==> src/rtl/timer_pkg.sv <==
// rtl/timer_pkg.sv - shared state encoding, BCD limits and clamp helper for timer_ctrl
package timer_pkg;

  typedef enum logic [1:0] {
    ST_IDLE  = 2'd0,
    ST_RUN   = 2'd1,
    ST_PAUSE = 2'd2,
    ST_DONE  = 2'd3
  } state_t;

  localparam int SEC_T_MAX = 5;
  localparam int ONES_MAX  = 9;

  function automatic logic [3:0] bcd_clamp(input logic [3:0] v, input logic [3:0] m);
    return (v > m) ? m : v;
  endfunction

endpackage

==> src/rtl/bcd_digit_dn.sv <==
// rtl/bcd_digit_dn.sv - one decrementing BCD digit with clamped load and borrow chain
module bcd_digit_dn
  import timer_pkg::*;
#(
  parameter int MAX = ONES_MAX
) (
  input  logic       clk,
  input  logic       rst_n,
  input  logic       clr,
  input  logic       load,
  input  logic [3:0] din,
  input  logic       borrow_in,
  output logic       borrow_out,
  output logic [3:0] q
);

  localparam logic [3:0] MAXV = 4'(MAX);

  // Borrow ripples combinationally so the whole MM:SS chain updates on one edge.
  assign borrow_out = borrow_in && (q == 4'd0);

  always_ff @(posedge clk or negedge rst_n) begin
    if (!rst_n) begin
      q <= 4'd0;
    end else if (clr) begin
      q <= 4'd0;
    end else if (load) begin
      q <= bcd_clamp(din, MAXV);
    end else if (borrow_in) begin
      q <= (q == 4'd0) ? MAXV : q - 4'd1;
    end
  end

endmodule

==> src/rtl/timer_ctrl.sv <==
// rtl/timer_ctrl.sv - MM:SS countdown timer: prescaler, BCD borrow chain and run/pause/done FSM
module timer_ctrl
  import timer_pkg::*;
#(
  parameter int TICK_DIV = 50000000,
  parameter int CNT_W    = 26
) (
  input  logic       clk,
  input  logic       rst_n,
  input  logic       start,
  input  logic       pause,
  input  logic       clear,
  input  logic       load,
  input  logic [2:0] set_min_t,
  input  logic [3:0] set_min_o,
  input  logic [2:0] set_sec_t,
  input  logic [3:0] set_sec_o,
  output logic [3:0] min_t,
  output logic [3:0] min_o,
  output logic [3:0] sec_t,
  output logic [3:0] sec_o,
  output logic       running,
  output logic       alarm,
  output logic       done
);

  state_t           state, state_nxt;
  logic [CNT_W-1:0] cnt;
  logic             load_ok, wrap, tick, last, nonzero;
  logic             b_so, b_st, b_mo, unused_borrow;

  assign nonzero = |{min_t, min_o, sec_t, sec_o};
  assign load_ok = load && !clear && (state != ST_RUN);
  assign wrap    = (state == ST_RUN) && (cnt == CNT_W'(TICK_DIV - 1));
  assign tick    = wrap && !clear;
  // The tick that takes 00:01 to 00:00 ends the count on the same edge.
  assign last    = tick && (min_t == 4'd0) && (min_o == 4'd0) &&
                   (sec_t == 4'd0) && (sec_o == 4'd1);

  always_comb begin
    state_nxt = state;
    if (clear || load_ok) begin
      state_nxt = ST_IDLE;
    end else begin
      case (state)
        ST_IDLE:  if (start && !pause && nonzero) state_nxt = ST_RUN;
        ST_RUN:   if (last) state_nxt = ST_DONE;
                  else if (pause) state_nxt = ST_PAUSE;
        ST_PAUSE: if (start && !pause) state_nxt = ST_RUN;
        default:  state_nxt = state;
      endcase
    end
  end

  always_ff @(posedge clk or negedge rst_n) begin
    if (!rst_n) begin
      state   <= ST_IDLE;
      running <= 1'b0;
      alarm   <= 1'b0;
      done    <= 1'b0;
    end else begin
      state   <= state_nxt;
      running <= (state_nxt == ST_RUN);
      alarm   <= (state_nxt == ST_DONE);
      done    <= (state_nxt == ST_DONE) && (state != ST_DONE);
    end
  end

  // Held outside RUN so a resume keeps the partial second; wrap also zeroes it on entry to DONE.
  always_ff @(posedge clk or negedge rst_n) begin
    if (!rst_n) begin
      cnt <= '0;
    end else if (clear || load_ok) begin
      cnt <= '0;
    end else if (state == ST_RUN) begin
      cnt <= wrap ? '0 : cnt + 1'b1;
    end
  end

  bcd_digit_dn #(.MAX(ONES_MAX)) u_sec_o (
    .clk(clk), .rst_n(rst_n), .clr(clear), .load(load_ok), .din(set_sec_o),
    .borrow_in(tick), .borrow_out(b_so), .q(sec_o)
  );

  bcd_digit_dn #(.MAX(SEC_T_MAX)) u_sec_t (
    .clk(clk), .rst_n(rst_n), .clr(clear), .load(load_ok), .din({1'b0, set_sec_t}),
    .borrow_in(b_so), .borrow_out(b_st), .q(sec_t)
  );

  bcd_digit_dn #(.MAX(ONES_MAX)) u_min_o (
    .clk(clk), .rst_n(rst_n), .clr(clear), .load(load_ok), .din(set_min_o),
    .borrow_in(b_st), .borrow_out(b_mo), .q(min_o)
  );

  bcd_digit_dn #(.MAX(SEC_T_MAX)) u_min_t (
    .clk(clk), .rst_n(rst_n), .clr(clear), .load(load_ok), .din({1'b0, set_min_t}),
    .borrow_in(b_mo), .borrow_out(unused_borrow), .q(min_t)
  );

endmodule

==> config.mk <==
export PLATFORM = sky130hd
export DESIGN_NAME = timer_ctrl
export DESIGN_NICKNAME = d
export VERILOG_FILES = /design/src/rtl/timer_pkg.sv /design/src/rtl/bcd_digit_dn.sv /design/src/rtl/timer_ctrl.sv
export SDC_FILE = /design/constraint.sdc
export NUM_CORES = 1
export LEC_CHECK = 0
export ABC_AREA = 1
export CORE_MARGIN = 2
export CORE_UTILIZATION = 56
export DETAILED_ROUTE_END_ITERATION = 10
export GPL_ROUTABILITY_DRIVEN = 0
export HOLD_SLACK_MARGIN = 0.06
export PLACE_DENSITY_LB_ADDON = 0.05
export RECOVER_POWER = 25
export SYNTH_ARGS = -nofsm -noshare
export SYNTH_HDL_FRONTEND = slang
export SYNTH_SLANG_ARGS = --single-unit
==> constraint.sdc <==
create_clock -name clk -period 1.78 [get_ports clk]
set_clock_uncertainty 0.05 [all_clocks]
set_input_delay 0.356 -clock clk [delete_from_list [all_inputs] [get_ports clk]]
set_output_delay 0.356 -clock clk [all_outputs]
set_load 0.05 [all_outputs]
==> run_results.csv, run 1 <==
group,metric,value,unit
run_status,status,"complete, no violations",
grt,use_met2,46.4,%
grt,overflow,0,
synth,synth.distinct_cells,37,
layout,areaGrowthSynthToFinish,39.4,%
synth,syn_area,0.00300,mm²
cts,cts_tree,"done",
detailed_routing,drtAntennaViolNets,0,
sta,setup_viol,0,
worst_setup_path,startpoint_type,"flop",
grt,use_met3,5.41,%
placed_design,placed_cell_area,0.00380,mm²
synth,synth-edff-count,0,
worst_hold_path,hp-class,"reg2reg",
detailed_routing,first_pass_iters,5,
synth,synth_cells,426,
synth,ys_async_sr_fraction,100,%
cts,ctsRootBufferMaster,"clkbuf_8",
cts,clkTransAtPathRegs,80,ps
sta,worstMarginPinSlew,786,ps
grt,use_met1,39.8,%
power_and_ir_drop,power_switching,1.32,mW
floorplan,die_x,77.2,µm
sta,grt_setup_unrepaired,"true",
worst_setup_path,end_kind,"flop",
power_and_ir_drop,pwr_density_cell,851,mW/mm²
detailed_routing,num_vias,3246,
grt,busiest_layer,"met2",
sta,max_freq,563,MHz
worst_setup_path,crit_fanout,4,
detailed_routing,drcViolationCount,0,
detailed_routing,wl_per_cell,14.2,µm
floorplan,top_level_ports,39,
layout,fin_util,81.4,%
sta,drv_slew,0,
detailed_routing,drt_wl_total,8490,µm
cts,clock_latency,310,ps
floorplan,start_util,58.4,%
sta,min_period_over_period,99.8,%
power_and_ir_drop,p_int,2.24,mW
floorplan,core,0.00514,mm²
sta,hold_ws,462,ps
placed_design,dpl.cell_count,580,
cts,clockBufferDepth,2,
synth,syn_nets,454,
worst_setup_path,path_class,"reg2reg",
cts,numCtsBuffers,5,
sta,slew-limit-headroom,47.6,%
placed_design,port_buffers,38,
placed_design,dpl.hpwl,5800,µm
grt,grt_pass1_vias,3050,
run,cap_violations,0,
power_and_ir_drop,seqPwrFrac,35.1,%
layout,nNetsFinal,557,
synth,syn_avg_cell_area,7.05,µm²
synth,synth-main-ff-cell,"dfrtp_1",
grt,grt_pass1_wl,13800,µm
sta,final-hold-violation-count,0,
sta,fin_crit,1780,ps
power_and_ir_drop,ir_worst_vdd,0.683,mV
worst_setup_path,arrival,1970,ps
power_and_ir_drop,leakage,1.99,nW
floorplan,fp.dieH,77.2,µm
grt,antenna_found_initial,0,
detailed_routing,drtIter0Drc,377,
layout,n_antenna_cell,0,
detailed_routing,via_per_inst,5.41,
floorplan,core.rowCount,26,
grt,grt_use_total,28.8,%
synth,ys_seq_area_share,39.2,%
floorplan,dieArea,0.00596,mm²
cts,clkSinkCount,47,
layout,final_cell_count_no_fill,600,
synth,yosysWarnings,0,
power_and_ir_drop,p_clk_share,26.3,%
worst_setup_path,worstPathRequired,1970,ps
synth,synth_seq_cells,47,
layout,drive_above_1_share,28.9,%
grt,grt_max_degree,37,
power_and_ir_drop,comb_power_share,38.6,%
cts,h-tree-depth,2,
power_and_ir_drop,switching_share,37.1,%
layout,stdcell_area,0.00419,mm²
metrics by stage:
stage	power, mW	setup WS (ps)	setup TNS (ps)
after floorplan	2.04	2.62	0
after global placement	2.47	-157	-2640
after detailed placement	2.49	-194	-3810
after CTS	3.46	-26.9	-86.3
after global routing	3.73	-73.5	-826
final	3.56	3.45	0
cell usage in the layout, fill, tap and decap left out, drive strengths merged:
master	instances
bufinv	2
o21bai	2
dfrtp	47
xor2	7
inv	63
nor3b	1
dlygate4sd3	1
clkbuf	7
o22ai	1
nand3b	1
nor2	53
o21ai	34
a31o	1
mux2i	1
a31oi	2
buf	81
o31ai	1
o211ai	1
nor3	20
nor4	1
nand4	9
nand3	29
a21oi	20
xnor2	1
clkdlybuf4s50	18
nand2	117
ha	8
and3	1
cell type report:
type,count,area (µm²)
repair buffers,101,831
clock inverters,2,60.1
multi-input cells,311,1710
flip-flops and latches,47,1180
inverters,63,241
well taps,70,87.6
fillers,372,955
clock buffers,6,72.6
kinds of logic after synthesis:
family / count (synthesis) / synth area share, %
flip-flops: 47 / 39.2
multiplexers: 1 / 0.333
buffers and inverters: 68 / 9.04
AND/OR/NAND/NOR: 232 / 34.6
AO/OA/AOI/OAI: 62 / 11.2
XOR/XNOR: 8 / 2.33
adder cells (fa/ha/maj): 8 / 3.33
power groups by stage:
stage                     combinational [mW]  clock, mW  sequential [mW]
after floorplan                        0.492          0             1.55
after global placement                  1.21          0             1.26
after detailed placement                1.23          0             1.27
after CTS                               1.27      0.936             1.25
after global routing                    1.49      0.980             1.26
final                                   1.38      0.936             1.25
metal layers:
metal | vias up | routed length (µm)
li1 | 1583 | -
met2 | 133 | 4060
met5 | - | 0
met1 | 1512 | 3740
met3 | 18 | 560
met4 | 0 | 129
Yosys cell counts (2+ instances only):
| master | n | area (µm²) |
|---|---|---|
| a21oi_1 | 19 | 95.1 |
| a31oi_1 | 2 | 12.5 |
| buf_2 | 3 | 15.0 |
| buf_4 | 2 | 15.0 |
| dfrtp_1 | 47 | 1180 |
| ha_1 | 8 | 100 |
| inv_1 | 60 | 225 |
| inv_4 | 2 | 12.5 |
| nand2_1 | 112 | 420 |
| nand2_2 | 5 | 31.3 |
| nand3_1 | 28 | 140 |
| nand4_1 | 9 | 56.3 |
| nor2_1 | 48 | 180 |
| nor2_2 | 3 | 18.8 |
| nor3_1 | 18 | 90.1 |
| o21ai_0 | 26 | 130 |
| o21ai_1 | 7 | 35.0 |
| o21bai_1 | 2 | 15.0 |
| xor2_1 | 7 | 61.3 |
flip-flops by register name (all words and copies together) (netlist names):
signal / cells
u_min_o.q: 4
u_sec_t.q: 4
state: 2
done: 1
u_sec_o.q: 4
cnt: 26
u_min_t.q: 4
alarm: 1
running: 1
final timing paths:
check	slack (ps)	cells past startpoint	from	end
setup / recovery	3	10	cnt[1]$_DFFE_PN0P_	u_min_o.q[1]$_DFFE_PN0P_
hold / removal	460	2	u_min_o.q[0]$_DFFE_PN0P_	u_min_o.q[0]$_DFFE_PN0P_
setup reg to reg	3	10	cnt[1]$_DFFE_PN0P_	u_min_o.q[1]$_DFFE_PN0P_
hold reg to reg	460	2	u_min_o.q[0]$_DFFE_PN0P_	u_min_o.q[0]$_DFFE_PN0P_
max in group asynchronous	440	3	rst_n	cnt[13]$_DFFE_PN0P_
min in group asynchronous	590	2	rst_n	u_min_t.q[0]$_DFFE_PN0P_
worst max-delay path, stage by stage, from the launching register on:
cell	delay, ps
dfrtp_1	420
ha_4	180
nand2_4	60
nor2_4	130
nand4_1	120
nor2_2	120
nand2_2	100
o21ai_4	210
buf_4	160
nand3_1	80
nand2_1	90
repair_timing:
action / CTS / global route
endpoints found under the setup margin: 17 / 35
pin swaps: 4 / 13
endpoints found under the hold margin: 11 / 0
hold buffers: 1 / 0
resized for setup: 15 / 40
buffers inserted: 3 / 8
Note: power is estimated with default switching activity, not from simulation.
==> inputs of run 2 (changes only) <==
Settings changed: ABC_CLOCK_PERIOD_IN_PS set to 1780.
==> results of run 2 <==
Final layout, timing and power as in run 1 (identical DEF).
